**src/rtl/alpha_pkg.sv**
```systemverilog
// Shared constants for the RGB565 alpha blender and the alpha controller.
// Alpha is a 9-bit weight in 0..ALPHA_MAX; blending divides by ALPHA_MAX with a shift.
package alpha_pkg;

  localparam int ALPHA_W       = 9;
  localparam int ALPHA_MAX     = 256;
  localparam int ALPHA_SHIFT   = 8;
  localparam int BLEND_LATENCY = 3;

  localparam int R_W   = 5;
  localparam int G_W   = 6;
  localparam int B_W   = 5;
  localparam int R_LSB = 11;
  localparam int G_LSB = 5;
  localparam int B_LSB = 0;

  typedef logic [ALPHA_W-1:0] alpha_t;

  // Requests above full weight saturate to full weight.
  function automatic alpha_t alpha_clamp(input alpha_t a);
    return (a > alpha_t'(ALPHA_MAX)) ? alpha_t'(ALPHA_MAX) : a;
  endfunction

endpackage

```
**src/rtl/alpha_blend_chan.sv**
```systemverilog
// One colour channel of the blender: stage-2 weighted products, stage-3 sum and scale.
// The sum never exceeds (2^W-1)*ALPHA_MAX, so W+ALPHA_SHIFT bits hold it exactly.
module alpha_blend_chan
  import alpha_pkg::*;
#(
  parameter int W = 5
) (
  input  logic         clk,
  input  logic         rst_n,
  input  logic         en_mul,
  input  logic         en_sum,
  input  logic [W-1:0] a,
  input  logic [W-1:0] b,
  input  alpha_t       alpha,
  input  alpha_t       inv_alpha,
  output logic [W-1:0] result
);

  localparam int PROD_W = W + ALPHA_SHIFT;

  logic [PROD_W-1:0] prod_a;
  logic [PROD_W-1:0] prod_b;
  logic [PROD_W-1:0] sum;

  always_ff @(posedge clk) begin
    if (en_mul) begin
      prod_a <= PROD_W'(a) * PROD_W'(alpha);
      prod_b <= PROD_W'(b) * PROD_W'(inv_alpha);
    end
  end

  assign sum = prod_a + prod_b;

  // Output holds its last value while the stage is idle.
  always_ff @(posedge clk) begin
    if (!rst_n) begin
      result <= '0;
    end else if (en_sum) begin
      result <= sum[PROD_W-1:ALPHA_SHIFT];
    end
  end

endmodule

```
**src/rtl/alpha_blend_rgb565.sv**
```systemverilog
// Three-stage RGB565 alpha blender: out = ((256-a)*B + a*A) >> 8 per channel.
// alpha is taken from a shadow register that only changes on frame_start.
module alpha_blend_rgb565
  import alpha_pkg::*;
#(
  parameter logic [ALPHA_W-1:0] ALPHA_INIT = 9'd127
) (
  input  logic               clk,
  input  logic               rst_n,
  input  logic [ALPHA_W-1:0] alpha_data,
  input  logic               frame_start,
  input  logic               in_valid,
  input  logic [15:0]        pix_a,
  input  logic [15:0]        pix_b,
  output logic               out_valid,
  output logic [15:0]        out_data
);

  alpha_t                   alpha_s;
  alpha_t                   alpha_eff;
  alpha_t                   alpha_1;
  alpha_t                   inv_alpha_1;
  logic [15:0]              pix_a_1;
  logic [15:0]              pix_b_1;
  logic [BLEND_LATENCY-1:0] vld;

  // A pixel arriving with frame_start already uses the new weight.
  assign alpha_eff = frame_start ? alpha_clamp(alpha_data) : alpha_s;

  always_ff @(posedge clk) begin
    if (!rst_n) begin
      alpha_s <= ALPHA_INIT;
      vld     <= '0;
    end else begin
      if (frame_start) begin
        alpha_s <= alpha_eff;
      end
      vld <= {vld[BLEND_LATENCY-2:0], in_valid};
    end
  end

  // NOTE: datapath registers carry no reset; the valid bits alone decide
  // whether their contents are ever observed.
  always_ff @(posedge clk) begin
    if (in_valid) begin
      pix_a_1     <= pix_a;
      pix_b_1     <= pix_b;
      alpha_1     <= alpha_eff;
      inv_alpha_1 <= alpha_t'(ALPHA_MAX) - alpha_eff;
    end
  end

  alpha_blend_chan #(.W(R_W)) u_chan_r (
    .clk       (clk),
    .rst_n     (rst_n),
    .en_mul    (vld[0]),
    .en_sum    (vld[1]),
    .a         (pix_a_1[R_LSB +: R_W]),
    .b         (pix_b_1[R_LSB +: R_W]),
    .alpha     (alpha_1),
    .inv_alpha (inv_alpha_1),
    .result    (out_data[R_LSB +: R_W])
  );

  alpha_blend_chan #(.W(G_W)) u_chan_g (
    .clk       (clk),
    .rst_n     (rst_n),
    .en_mul    (vld[0]),
    .en_sum    (vld[1]),
    .a         (pix_a_1[G_LSB +: G_W]),
    .b         (pix_b_1[G_LSB +: G_W]),
    .alpha     (alpha_1),
    .inv_alpha (inv_alpha_1),
    .result    (out_data[G_LSB +: G_W])
  );

  alpha_blend_chan #(.W(B_W)) u_chan_b (
    .clk       (clk),
    .rst_n     (rst_n),
    .en_mul    (vld[0]),
    .en_sum    (vld[1]),
    .a         (pix_a_1[B_LSB +: B_W]),
    .b         (pix_b_1[B_LSB +: B_W]),
    .alpha     (alpha_1),
    .inv_alpha (inv_alpha_1),
    .result    (out_data[B_LSB +: B_W])
  );

  assign out_valid = vld[BLEND_LATENCY-1];

endmodule

```
**config.mk**
```make
export PLATFORM = sky130hd
export DESIGN_NAME = alpha_blend_rgb565
export DESIGN_NICKNAME = d
export VERILOG_FILES = /design/src/rtl/alpha_pkg.sv /design/src/rtl/alpha_blend_chan.sv /design/src/rtl/alpha_blend_rgb565.sv
export SDC_FILE = /design/constraint.sdc
export NUM_CORES = 1
export LEC_CHECK = 0
export ABC_CLOCK_PERIOD_IN_PS = 5610
export CAP_MARGIN = 20
export CORE_MARGIN = 2
export CORE_UTILIZATION = 25
export CTS_CLUSTER_DIAMETER = 120
export DETAILED_ROUTE_END_ITERATION = 8
export GPL_ROUTABILITY_DRIVEN = 0
export MAX_ROUTING_LAYER = met4
export PLACE_DENSITY = 0.48
export SKIP_LAST_GASP = 1
export SYNTH_ARGS = -nofsm -noshare
export SYNTH_HDL_FRONTEND = slang
export SYNTH_SLANG_ARGS = --single-unit
```
**constraint.sdc**
```tcl
create_clock -name clk -period 5.61 [get_ports clk]
set_input_delay 1.4025 -clock clk [delete_from_list [all_inputs] [get_ports clk]]
set_output_delay 1.4025 -clock clk [all_outputs]
set_load 0.05 [all_outputs]
```
After elaboration in Yosys (flattened, before gate mapping)
Index checks and enable logic that the tools add are counted.
Word-level totals
  logic and storage cells: 28
  input port bits: 45
  register bits: 158
  output and inout port bits: 17
Operators by class
  order comparisons: 1
  mux-type cells: 2
  $mul: 6
  $add $sub $neg: 4
Operators by type and width (number)
  $mul A5 B9 Y13: 4
  $mul A6 B9 Y14: 2
  $add A13 B13 Y13: 2
  $mux W9: 2
  $add A14 B14 Y14: 1
  $gt A9 B9 Y1 const B: 1
  $sub A9 B9 Y9 const A: 1

Logic depth before layout (Yosys ltp)
Gate-level depths: netlist of the first run.
  depth after elaboration: 4
  gate-level depth with buffers: 14
  mapped depth without buffers: 13

Modules after synthesis
Synthesis of the first run repeated with hierarchy kept, for this count alone.
Unflattened totals
  cells, all modules: 1472
  area, all modules: 14948.1 um2
Modules (own cells, without submodules)
  alpha_blend_chan (u_chan_g): area each 4747.1 um2, times used 1, cells each 507, seq. area each 960.9 um2
  alpha_blend_chan (u_chan_b): area each 4088.9 um2, times used 1, cells each 424, seq. area each 880.8 um2
  alpha_blend_chan (u_chan_r): area each 3988.8 um2, times used 1, cells each 417, seq. area each 880.8 um2
  alpha_blend_rgb565: area each 2123.3 um2, times used 1, cells each 124, seq. area each 1711.6 um2

Worst setup path before layout of the first run
Ideal clock, no wire load.
  path kind: register to register
  start point: register alpha_1[0]
  end point: register u_chan_b.prod_a[12], data pin
  setup time: 0.260 ns
  required time: 5.350 ns
  stages on the path, launching flop included: 14
  buffers on the path: 1
  period minus slack after synthesis: 3.881 ns
  data arrival time: 3.621 ns
  slack: 1.729 ns
  path through: edfxtp_1 -> clkbuf_1 -> nand2_1 -> fa_1 -> fa_1 -> fa_1 -> inv_1 -> ha_1 -> a21o_1 -> a21oi_1 -> o211ai_1 -> a31o_2 -> a21oi_1 -> xnor2_1
On the way
  longest elaborated chain between the ends: 1
Ends and longest elaborated chain
  from (decl): RTL line alpha_blend_rgb565.sv:21  | alpha_t alpha_1;
  from (signal assigned): RTL line alpha_blend_rgb565.sv:48  | alpha_1 <= alpha_eff;
  $mul A5 B9 Y13: RTL line alpha_blend_chan.sv:27  | prod_a <= PROD_W'(a) * PROD_W'(alpha);
  to (signal assigned): RTL line alpha_blend_chan.sv:27
  to (decl): RTL line alpha_blend_chan.sv:21  | logic [PROD_W-1:0] prod_a;
Every way passes these cells.
A chain may end at the register's enable or synchronous reset.

==> flow_summary.toml, run 1 <==
[drt]
wl_per_cell_um = 14.41
drt_iter0_markers = 428
vias_per_cell = 4.286
vias = 9562
ant_nets = 0
finalWirelength_um = 32160
first_pass_iters = 4
drc = 0

[timing]
max_freq_mhz = 234.6
worst_slew_pin_slew_ns = 0.8506
final_hold_viol_count = 0
rsz0062_at_grt = "false"
setup_viol = 0
setup_tns_ns = 0
min_period_ns = 4.262
clock_skew_ns = 0.01355
slew_violations = 0
period_share_pct = 75.98
relSlewSlack_pct = 43.22

[worst_setup_path]
crit_start = "alpha_1[0]$_DFFE_PP_"
endpoint_kind = "flip-flop"
cp-start-kind = "flip-flop"
cp.arrival_ns = 4.53
worstPathMaxFanout = 17
cp_data_required_time_ns = 5.88
r2r-start = "alpha_1[0]$_DFFE_PP_"
criticalPathCategory = "reg2reg"

[placement]
port_buffers = 61
dp_hpwl_um = 24980

[clock_network]
clock-sinks = 157
cts_hold_buf = 0
root_buffer = "clkbuf_16"
cts_tree = "yes"
clock_path_buffers = 2
cts.clk_slew.worst_paths_ns = 0.08
cts_setup_buffers = 0
cts_resized = 0
clkLatencyLatePin_ns = 0.46
cts_buffers = 17
h-tree-depth = 4

[job]
max_cap_viol_count = 0

[cells_and_area]
fin_util_pct = 28.96
drive_above_1_share_pct = 3.390
final_nets = 1806
antenna_cells = 0
synthToLayoutAreaGrowth_pct = 14.28

[global_route]
grt_first_pass_wirelength_um = 53650
grt_pass1_vias = 10310
grt_use_total_pct = 11.82
grt_antenna_before_repair = 0
grt_max_degree = 82
overflow = 0

[die]
dieHeight_um = 243.3
die_w_um = 243.3
ioPinCount = 62
core.rowCount = 87
core-area_sq_mm = 0.05650
fp.dieArea_sq_mm = 0.05920
start_util_pct = 25.34

[power_and_ir_drop]
leakagePower_nw = 7.159
p_per_area_mw_per_mm2 = 393.2
vdd_ir_drop_max_mv = 0.2525

[yosys]
seq_area_frac_synth_pct = 30.97
syn-num-nets = 1756
synth_edf_count = 129
ys_seq_elements = 157
async_flop_share_pct = 0
syn_area_sq_mm = 0.01432
synth_ff_type = "edfxtp_1"
yosysWarnings = 0
synthTopCellsByArea = "edfxtp_1, fa_1, ha_1, and2_1, inv_1"
yosysUniqueCellTypes = 54
yosys.area.top_type = "edfxtp_1"
yosysTopAreaCellShare_pct = 27.06
netlist_instances = 1412
postSynthAreaPerCell_sq_um = 10.14

[outcome]
status = "completed"

[worst_hold_path]
hold_start = "u_chan_b.result[3]$_SDFFE_PN0P_"
hp-class = "reg2reg"
final cells by class:
type	count	area, sq um
clock inverter	14	120.1
multi-input combinational	1016	8982
timing repair buffer	65	655.6
tap	756	945.9
sequential	157	4438
clock buffer	18	450.4
inverter	205	769.5
fill	5885	40130
cell usage after synthesis (2+ instances only):
cell type / instances
nor3b_1: 2
nor4_1: 3
and2_1: 199
a31oi_1: 3
and3_1: 6
a31o_2: 7
a2bb2oi_1: 3
a21o_1: 12
or4_1: 2
or4b_1: 2
clkbuf_1: 31
o311ai_0: 2
ha_1: 163
a21oi_2: 2
nor2_1: 49
nor3_1: 30
a211oi_1: 4
or3_1: 2
o2bb2ai_1: 2
xnor2_1: 74
and3b_1: 2
nand2b_1: 5
o211ai_1: 13
edfxtp_1: 129
o21a_1: 5
xor2_1: 15
nor2b_1: 8
fa_1: 136
buf_2: 3
nand2_1: 151
a21oi_1: 37
dfxtp_1: 28
mux2i_1: 4
o21ai_0: 30
nand3_1: 20
inv_1: 203
nand4_1: 8
routing by layer:
layer | up-vias | routed length (um) | global-route usage (%) | share of wire [%]
li1 | 4719 | - | - | -
met1 | 4722 | 15130 | 15.00 | 47
met2 | 96 | 15390 | 19.43 | 48
met3 | 25 | 1083 | 1.928 | 3.4
met4 | 0 | 561 | 3.356 | 1.7
met5 | - | 0 | - | 0
cell families after synthesis:
logic type | count (synthesis) | synth area share (%)
AND/OR/NAND/NOR | 493 | 17.78
adder cells (fa/ha/maj) | 299 | 33.26
multiplexers | 4 | 0.2797
buffers and inverters | 239 | 6.292
XOR/XNOR | 89 | 5.444
flip-flops | 157 | 30.97
AO/OA/AOI/OAI | 131 | 5.978
where the power goes:
group	internal [mW]	total, mW	switching [mW]
Clock	0.608	1.16	0.556
Combinational	1.52	3.41	1.89
Sequential	1.65	1.86	0.204
critical path, cell delays in order, from the launching register on:
cell and delay, ns:
edfxtp_1 0.66, buf_4 0.31, nand2_1 0.09, fa_1 0.51
fa_1 0.43, fa_1 0.50, inv_1 0.05, ha_1 0.31
a21oi_2 0.19, o21ai_1 0.10, or4_1 0.44, a2111o_1 0.38
o311ai_1 0.09
layout by cell type (no fill, tap or decap), types with 4 or more instances in the layout:
cell type and count:
clkinv_4 4, clkdlybuf4s50_1 60, and3_1 6, a211oi_1 4, dfxtp_1 27, nand4_1 8, o21ai_0 30, a21oi_1 37
a31o_2 7, nor2b_1 8, ha_1 163, xor2_1 15, inv_1 203, fa_1 136, xnor2_1 74, o211ai_1 13
clkbuf_16 18, mux2i_1 4, inv_6 6, nand2_1 151, a21o_1 12, nand2b_1 5, nand3_1 20, o21a_1 5
nor2_1 49, nor3_1 30, edfxtp_1 129, and2_1 199
stage by stage:
step	cells	worst slack, ns	hold WS (ns)	instance area (sq um)	power [mW]
floorplan	1412	1.729	0.4769	14320	4.441
global placement	2198	1.415	0.4699	15760	5.293
detailed placement	2198	1.368	0.4536	15760	5.315
CTS	2230	1.323	0.4878	16330	6.539
global route	2231	1.132	0.5210	16360	7.070
finish	2231	1.348	0.4879	16360	6.433
path summary, 6_finish.rpt:
path	endpoint	slack, ns	depth (start not counted)
setup / recovery	u_chan_g.prod_b[12]$_DFFE_PP_	1.35	12
hold / removal	u_chan_b.result[3]$_SDFFE_PN0P_	0.49	2
setup reg to reg	u_chan_g.prod_b[12]$_DFFE_PP_	1.35	12
hold reg to reg	u_chan_b.result[3]$_SDFFE_PN0P_	0.49	2
sequential cells by signal, summed over array words and instances, names as in the netlist:
register and cells:
u_chan_g.prod_a 14, inv_alpha_1 8, u_chan_b.prod_b 13, alpha_s 9, pix_b_1 16, u_chan_g.prod_b 14
u_chan_b.prod_a 13, pix_a_1 16, u_chan_r.prod_a 13, u_chan_r.result 5, u_chan_b.result 5, u_chan_r.prod_b 13
u_chan_g.result 6, alpha_1 9, vld 3
Note: power is estimated with default switching activity, not from simulation.
==> run 2, diff against run 1 <==
--- a/config.mk
+++ b/config.mk
@@ -5,7 +5,7 @@
 export SDC_FILE = /design/constraint.sdc
 export NUM_CORES = 1
 export LEC_CHECK = 0
-export ABC_CLOCK_PERIOD_IN_PS = 5610
+export ABC_CLOCK_PERIOD_IN_PS = 3500
 export CAP_MARGIN = 20
 export CORE_MARGIN = 2
 export CORE_UTILIZATION = 25
@@ -13,7 +13,7 @@
 export DETAILED_ROUTE_END_ITERATION = 8
 export GPL_ROUTABILITY_DRIVEN = 0
 export MAX_ROUTING_LAYER = met4
-export PLACE_DENSITY = 0.48
+export PLACE_DENSITY = 0.49
 export SKIP_LAST_GASP = 1
 export SYNTH_ARGS = -nofsm -noshare
 export SYNTH_HDL_FRONTEND = slang
==> constraint.sdc (replaced) <==
create_clock -name clk -period 3.5 [get_ports clk]
set_input_delay 0.875 -clock clk [delete_from_list [all_inputs] [get_ports clk]]
set_output_delay 0.875 -clock clk [all_outputs]
set_load 0.05 [all_outputs]
==> flow_summary.toml, run 2 (synthesis gave the netlist of run 1 again) <==
[timing]
finalWorstSetupSlack_ns = -0.3264
relSlewSlack_pct = 41.47
min_period_ns = 3.826
final_hold_viol_count = 0
holdWs_ns = 0.4829
clock_skew_ns = 0.01570
rsz0062_at_grt = "true"
worst_slew_pin_slew_ns = 0.8779
setup_viol = 26
max_freq_mhz = 261.3
period_share_pct = 109.3
slew_violations = 0

[worst_setup_path]
criticalPathCategory = "reg2reg"
cp-start-kind = "flip-flop"
rrSetupSlack_ns = -0.33
crit_start = "pix_b_1[7]$_DFFE_PP_"
worst_r2r_endpoint = "u_chan_g.prod_b[12]$_DFFE_PP_"
crit_end = "u_chan_g.prod_b[12]$_DFFE_PP_"
endpoint_kind = "flip-flop"
cp_data_required_time_ns = 3.78
r2r-start = "pix_b_1[7]$_DFFE_PP_"
reg2reg_depth = 13
worstPathMaxFanout = 7
cp.arrival_ns = 4.10

[cells_and_area]
final_nets = 2017
largest_registers = "pix_a_1 x16, pix_b_1 x16"
stdcell_count = 2443
synthToLayoutAreaGrowth_pct = 32.74
final_cell_mix = "inv_1, buf_4, and2_1, ha_1, edfxtp_1"
final_common_cell = "inv_1"
fillCellCount = 5773
drive_above_1_share_pct = 25.44

[placement]
port_buffers = 61
dp_cells = 2355
dp_hpwl_um = 27130

[power_and_ir_drop]
vdd_ir_drop_max_mv = 0.4307
leakagePower_nw = 8.412
p_per_area_mw_per_mm2 = 667.7

[global_route]
grt_pass1_vias = 11210
overflow = 0
grt_use_total_pct = 12.59
grt_first_pass_wirelength_um = 57130
grt_antenna_before_repair = 0
grt_max_degree = 82

[die]
start_util_pct = 25.34
die_w_um = 243.3
core-area_sq_mm = 0.05650
ioPinCount = 62
dieHeight_um = 243.3
core.rowCount = 87
fp.dieArea_sq_mm = 0.05920

[drt]
ant_nets = 0
first_pass_iters = 5
vias_per_cell = 4.282
drc = 0
vias = 10460
drt_iter0_markers = 440
wl_per_cell_um = 14.45
finalWirelength_um = 35310

[clock_network]
cts.clk_slew.worst_paths_ns = 0.07
clock-sinks = 157
cts_hold_buf = 0
root_buffer = "clkbuf_16"
h-tree-depth = 4
clock_path_buffers = 2
clkLatencyLatePin_ns = 0.46
cts_tree = "yes"
cts_buffers = 17

[job]
max_cap_viol_count = 0

[worst_hold_path]
hp-class = "reg2reg"

[outcome]
status = "complete, but fails checks"
violations = "negative setup slack"
==> run 2: layout make-up <==
class | instances | area [sq um] | share of cell area, %
flip-flops and latches | 157 | 4438 | 23.35
repair buffers | 276 | 2437 | 12.82
clock buffers | 19 | 464.2 | 2.442
diodes | 1 | 2.502 | 0.01317
clock inverters | 13 | 120.1 | 0.6320
inverters | 205 | 769.5 | 4.049
well taps | 756 | 945.9 | 4.977
multi-input cells | 1016 | 9828 | 51.71
==> run 2: what timing repair did <==
action	4_1_cts	5_1_grt
hold endpoints to repair	0	0
resized for setup	98	99
endpoints found under the setup margin	30	36
pin swaps	54	77
gates cloned	2	3
setup buffers	30	21
==> run 2: worst max-delay path: stages, from the launching register on <==
cell and delay [ns]:
edfxtp_1 0.52, and2_4 0.23, fa_1 0.43, ha_1 0.30
inv_2 0.04, fa_1 0.49, inv_1 0.05, ha_1 0.26
a21o_1 0.16, a21oi_2 0.17, o21ai_2 0.09, or4_4 0.44
a2111o_1 0.38, o311ai_1 0.08
==> run 2: metrics by stage <==
stage               setup TNS (ns)  power, mW  util [%]  setup slack (ns)  instance area (sq um)
floorplan                  -0.2999      7.357         -           -0.2226                  14640
global route                -8.261      13.84     33.64           -0.5332                  19000
CTS                         -3.928      12.19     32.56           -0.3284                  18390
global placement            -4.098      9.571     30.47           -0.3248                  17220
finish                      -4.177      12.69     33.64           -0.3264                  19010
detailed placement          -4.953      9.645     30.47           -0.3692                  17220
==> run 2: worst min-delay path by stage <==
stage	cells after the start	start	end
after detailed placement	2	u_chan_g.result[3]$_SDFFE_PN0P_	u_chan_g.result[3]$_SDFFE_PN0P_
after global routing	2	u_chan_g.result[3]$_SDFFE_PN0P_	u_chan_g.result[3]$_SDFFE_PN0P_
after global placement	1	u_chan_b.result[1]$_SDFFE_PN0P_	u_chan_b.result[1]$_SDFFE_PN0P_
after CTS	2	u_chan_g.result[3]$_SDFFE_PN0P_	u_chan_g.result[3]$_SDFFE_PN0P_
final	2	u_chan_r.result[2]$_SDFFE_PN0P_	u_chan_r.result[2]$_SDFFE_PN0P_
after floorplan	2	alpha_s[4]$_SDFFE_PN1P_	alpha_s[4]$_SDFFE_PN1P_
==> run 2: per-layer routing <==
layer | share of wire (%) | GRT usage [%] | wire length [um] | vias up
met4 | 1.7 | 3.212 | 587 | 0
met2 | 50 | 21.48 | 17710 | 132
met3 | 2.8 | 1.906 | 985 | 39
li1 | - | - | - | 5141
met5 | 0 | - | 0 | -
met1 | 45 | 15.57 | 16020 | 5149
==> run 2: power breakdown <==
part           switching [mW]  internal [mW]  total (mW)
Clock                   0.914           1.00        1.92
Combinational            3.83           4.08        7.91
Sequential              0.223           2.64        2.87
